===== src/rtl/mrc_sequencer_if.sv =====
// Control bus of the multiply / square-root sequencer.
// The requester drives start/op_in/abort; the datapath consumes the strobes.
interface mrc_sequencer_if;
  logic       start;
  logic       op_in;
  logic       abort;
  logic       load;
  logic       shift;
  logic       op;
  logic [7:0] snum;
  logic       acc_clr;
  logic       acc_en;
  logic       ready;
  logic       done;

  modport master (
    output start, op_in, abort,
    input  load, shift, op, snum, acc_clr, acc_en, ready, done
  );

  modport slave (
    input  start, op_in, abort,
    output load, shift, op, snum, acc_clr, acc_en, ready, done
  );
endinterface


===== src/rtl/mrc_sequencer.sv =====
// Moore sequencer for a shift/accumulate datapath: sequences WORD_LENGTH-cycle
// multiplies or bit-pair square roots, with abort and back-to-back starts.
module mrc_sequencer #(
  parameter int WORD_LENGTH = 16
) (
  input  logic           clk,
  input  logic           reset,
  mrc_sequencer_if.slave bus
);

  localparam int                ITER_W    = $clog2(WORD_LENGTH);
  localparam logic [ITER_W-1:0] MUL_ITERS = ITER_W'(WORD_LENGTH - 1);
  localparam logic [ITER_W-1:0] RS_PAIRS  = ITER_W'(WORD_LENGTH / 2 - 1);

  typedef enum logic [2:0] {
    IDLE,
    LOAD,
    MUL_RUN,
    RS_EVAL,
    RS_SHIFT,
    DONE
  } state_t;

  state_t            r_state;
  state_t            w_state_next;
  logic [ITER_W-1:0] r_iter;
  logic [ITER_W-1:0] w_iter_next;
  logic              r_op;
  logic              w_op_next;
  logic [7:0]        w_snum;

  // NOTE: sequential state uses non-blocking assignments so every flop samples pre-edge values.
  always_ff @(posedge clk) begin
    if (reset) begin
      r_state <= IDLE;
      r_iter  <= '0;
      r_op    <= 1'b0;
    end else begin
      r_state <= w_state_next;
      r_iter  <= w_iter_next;
      r_op    <= w_op_next;
    end
  end

  always_comb begin
    // NOTE: every signal written here gets a default first, so no latch can be inferred.
    w_state_next = r_state;
    w_iter_next  = r_iter;
    w_op_next    = r_op;
    case (r_state)
      IDLE: begin
        if (bus.start) begin
          w_state_next = LOAD;
          w_op_next    = bus.op_in;
        end
      end
      LOAD: begin
        if (r_op) begin
          w_state_next = RS_EVAL;
          w_iter_next  = RS_PAIRS;
        end else begin
          w_state_next = MUL_RUN;
          w_iter_next  = MUL_ITERS;
        end
      end
      MUL_RUN: begin
        if (r_iter == '0) begin
          w_state_next = DONE;
        end else begin
          w_iter_next = r_iter - 1'b1;
        end
      end
      RS_EVAL: begin
        w_state_next = RS_SHIFT;
      end
      RS_SHIFT: begin
        if (r_iter == '0) begin
          w_state_next = DONE;
        end else begin
          w_state_next = RS_EVAL;
          w_iter_next  = r_iter - 1'b1;
        end
      end
      DONE: begin
        w_state_next = IDLE;
      end
      default: begin
        w_state_next = IDLE;
      end
    endcase

    // Abort overrides whatever transition the active state chose.
    if (bus.abort && (r_state != IDLE)) begin
      w_state_next = IDLE;
    end
  end

  assign w_snum = 8'({r_iter, 1'b0});
  assign bus.op = r_op;

  always_comb begin
    bus.load    = 1'b0;
    bus.shift   = 1'b0;
    bus.snum    = 8'd0;
    bus.acc_clr = 1'b0;
    bus.acc_en  = 1'b0;
    bus.ready   = 1'b0;
    bus.done    = 1'b0;
    case (r_state)
      IDLE: begin
        bus.ready = 1'b1;
      end
      LOAD: begin
        bus.load    = 1'b1;
        bus.acc_clr = 1'b1;
      end
      MUL_RUN: begin
        bus.shift  = 1'b1;
        bus.acc_en = 1'b1;
      end
      RS_EVAL: begin
        bus.acc_en = 1'b1;
        bus.snum   = w_snum;
      end
      RS_SHIFT: begin
        bus.shift = 1'b1;
        bus.snum  = w_snum;
      end
      DONE: begin
        bus.done = 1'b1;
      end
      default: begin
        bus.ready = 1'b0;
      end
    endcase
  end

endmodule


===== src/flat_wrapper.sv =====
// flat-port wrapper written by rule: the top's interface ports become plain ports
module mrc_sequencer_flat 
#(
  parameter int WORD_LENGTH = 16
)
  (clk, reset, bus_start, bus_op_in, bus_abort, bus_load, bus_shift, bus_op, bus_snum, bus_acc_clr, bus_acc_en, bus_ready, bus_done);
  mrc_sequencer_if bus_i ();
  input  logic clk;
  input  logic reset;
  input wire logic [$bits(bus_i.start)-1:0] bus_start;
  input wire logic [$bits(bus_i.op_in)-1:0] bus_op_in;
  input wire logic [$bits(bus_i.abort)-1:0] bus_abort;
  output wire logic [$bits(bus_i.load)-1:0] bus_load;
  output wire logic [$bits(bus_i.shift)-1:0] bus_shift;
  output wire logic [$bits(bus_i.op)-1:0] bus_op;
  output wire logic [$bits(bus_i.snum)-1:0] bus_snum;
  output wire logic [$bits(bus_i.acc_clr)-1:0] bus_acc_clr;
  output wire logic [$bits(bus_i.acc_en)-1:0] bus_acc_en;
  output wire logic [$bits(bus_i.ready)-1:0] bus_ready;
  output wire logic [$bits(bus_i.done)-1:0] bus_done;
  assign bus_i.start = bus_start;
  assign bus_i.op_in = bus_op_in;
  assign bus_i.abort = bus_abort;
  assign bus_load = bus_i.load;
  assign bus_shift = bus_i.shift;
  assign bus_op = bus_i.op;
  assign bus_snum = bus_i.snum;
  assign bus_acc_clr = bus_i.acc_clr;
  assign bus_acc_en = bus_i.acc_en;
  assign bus_ready = bus_i.ready;
  assign bus_done = bus_i.done;
  mrc_sequencer #(.WORD_LENGTH(WORD_LENGTH)) u_core (.clk(clk), .reset(reset), .bus(bus_i));
endmodule

===== config.mk =====
export PLATFORM = sky130hd
export DESIGN_NAME = mrc_sequencer_flat
export DESIGN_NICKNAME = d
export VERILOG_FILES = /design/src/rtl/mrc_sequencer_if.sv /design/src/rtl/mrc_sequencer.sv /design/src/flat_wrapper.sv
export SDC_FILE = /design/constraint.sdc
export NUM_CORES = 1
export LEC_CHECK = 0
export ABC_CLOCK_PERIOD_IN_PS = 1700
export BUFFER_PORTS_ARGS = -buffer_cell sky130_fd_sc_hd__buf_2
export CAP_MARGIN = 20
export CORE_MARGIN = 1
export CORE_UTILIZATION = 27
export CTS_CLUSTER_DIAMETER = 200
export DETAILED_ROUTE_END_ITERATION = 16
export SYNTH_ARGS = -nofsm -noshare
export SYNTH_HDL_FRONTEND = slang
export SYNTH_SLANG_ARGS = --single-unit

===== constraint.sdc =====
create_clock -name clk -period 1.7 [get_ports clk]
set_input_delay 0.34 -clock clk [delete_from_list [all_inputs] [get_ports clk]]
set_output_delay 0.34 -clock clk [all_outputs]
set_load 0.005 [all_outputs]

==> run metrics <==
status complete, no violations; drt total wl 1370 um; top cells by area, synth dfxtp_1, and2_1, buf_4, o21ai_0, nand2_1; routed vias/inst 4.70; Fin Clk Skew 0.0138 ns; busiest grt layer met2; placed cell count 120; layout cells sized above 1 0.385; Mapped Area 599 um2; beginning of the critical path u_core.r_state[2]$_SDFFE_PP0P_; Die Area 2410 um2; met1 Use GR 0.155; nature of the critical path startpoint register; Antenna Violating Nets Remaining 0; critical path arrival 1.33 ns; die height 49.1 um; multi-input logic area 390 um2; CP Capture Type primary output; register area 170 um2; Initial Utilization 0.296; core area 2020 um2; Syn. warnings 0; DRT iter0 DRCs 16; crit-path leading delay family buffers and inverters; Max Freq 599 MHz; Final Hold Vio Count 0; FFs w/ async S/R, synth 0; Hold Path Origin bus_abort; Post-synth EDFFs 0; DR WL/cell 11.1 um; Pint 659 uW; Mapped Cells 78; clock sinks 8; antenna violations before repair 0; Clock power frac 0.137; Comb power frac 0.564; pwr dens 1460 nW/um2; Clock Latency Late Sink 0.26 ns; maximum VDD drop 0.609 mV; GPL Wtd Cong 0.763; most common flop cell mapped by yosys dfxtp_1; Final period util 0.983; Clock Tree Buf Depth 2; Flop pwr share 0.299; Tot GR Track Use 0.122; Num CTS Buffers 3; WS Path Type register to primary output; fin cells 123; Pleak 0.000335 uW; CP Cell Sequence buf_4 -> xnor2_1 -> nor2_1 -> buf_4 -> buf_2; H-tree depth 1; P_sw 441 uW; syn_area_per_cell 7.68 um2; met3 Resource Use GR 0.0498; GR Layer Usage met2 0.189; first-pass GRT wire length 2240 um; DRT Pass-1 Iters 4; clk slew on worst S/H paths 0.05 ns; CTS tree done; row count 16; final setup violation count 0; worst endpoint required time 1.36 ns; CTS hold repair buffers 0; vias in the first global route 505; Synth top area share 0.267; Final Net Count 104; Largest stage delay, worst path 0.38 ns; flop and latch count out of synthesis 8; DPL Wire Length 1010 um; DR DRC count 0; switch share 0.401; Die Wd 49.1 um; Slew Limit Fails 0; critical path fanouts, max 13; Distinct cells, synth 42; RSZ-0062 raised after global routing yes; antenna diode count 0; worst hold-check path type primary input to register; Final min period 1.67 ns; sequential fraction of the synthesis area 0.267; largest net degree at the start of global routing 14; number of fill cells 223; Most Frequent Cell on Critical Path buf_4; gr ovfl total 0; Layout Utilization 0.374; number of I/O pins 20; leading area contributor after synthesis dfxtp_1; most numerous cell in the Yosys netlist dfxtp_1; Crit Reg-Reg Startpoint u_core.r_iter[0]$_SDFFE_PP0P_; vias 578; Layout area overhead 26.1%; clock tree root driver cell clkbuf_4; synth cell count leaders dfxtp_1, and2_1, buf_4, nand2_1, nor2_1; Worst path slowest cell dfxtp_4; Port Buffer Count 15; Buf/Inv on CP 3; number of max-cap violations 0
==> power by group through the flow <==
stage	registers [uW]	clock network (uW)	logic (uW)
after floorplan	297	0	431
after global placement	315	0	581
after detailed placement	322	0	591
after CTS	321	158	598
after global routing	341	168	694
final	329	151	620
==> cell families after synthesis <==
logic type      count (synthesis)  synth area share
compound gates                 17             0.192
xor+xnor                        1            0.0146
fa+ha+maj                       2            0.0376
buf+inv                        13             0.117
flops                           8             0.267
mux                             2            0.0355
other cells                     1           0.00626
simple gates                   34             0.330
==> registers in the layout, summed over array words and instances, names as in the netlist <==
register,count
u_core.r_iter,4
u_core.r_state,3
u_core.bus.op,1
==> worst reg2reg max path: stages (launching register included) <==
cell	delay (ns)
dfxtp_1	0.31
buf_4	0.15
or3_1	0.33
or2_1	0.22
mux2_2	0.26
o32ai_1	0.20
==> metal layers <==
metal	vias up	routed length (um)
met4	0	0
met1	258	651
met2	17	627
met3	0	87
met5	-	0
li1	303	-
==> through the flow <==
stage | total power [uW] | setup TNS [ns] | hold WS [ns] | setup slack [ns] | area, um2
3_3_place_gp | 896 | 0 | 0.469 | 0.0864 | 713
6_report | 1100 | 0 | 0.278 | 0.0295 | 756
2_1_floorplan | 728 | 0 | 0.419 | 0.104 | 611
5_1_grt | 1200 | -0.0503 | 0.284 | -0.0503 | 756
3_5_place_dp | 913 | 0 | 0.484 | 0.0389 | 713
4_1_cts | 1080 | 0 | 0.274 | 0.00721 | 739
==> final timing paths <==
path              slack (ns)                        endpoint  cells past startpoint
setup reg to reg        0.13   u_core.r_iter[3]$_SDFFE_PP0P_                      5
hold / removal          0.28  u_core.r_state[2]$_SDFFE_PP0P_                      2
hold reg to reg         0.48   u_core.r_iter[1]$_SDFFE_PP0P_                      2
setup / recovery        0.03                       bus_shift                      5
==> layout make-up <==
| cell class | count | share of cell area |
|---|---|---|
| sequential | 8 | 0.225 |
| timing repair buffer | 22 | 0.169 |
| clock buffer | 3 | 0.0298 |
| multi-input combinational | 60 | 0.517 |
| tap | 27 | 0.0447 |
| inverter | 3 | 0.0149 |
==> cell usage in the layout, fill, tap and decap left out, drive strengths merged, types with 2 or more instances in the layout <==
cell type	n
nand2b	2
or2	2
buf	22
inv	3
nand2	5
a211oi	2
clkbuf	3
o21ai	4
dfxtp	8
conb	4
nor2	5
nor3	2
a21oi	4
and2	6
or3	3
==> timing repair <==
action,in CTS,in global routing
endpoints found under the setup margin,5,9
gates resized for setup,3,6
buffers inserted,0,0
Power figures use the tool's default switching activity.
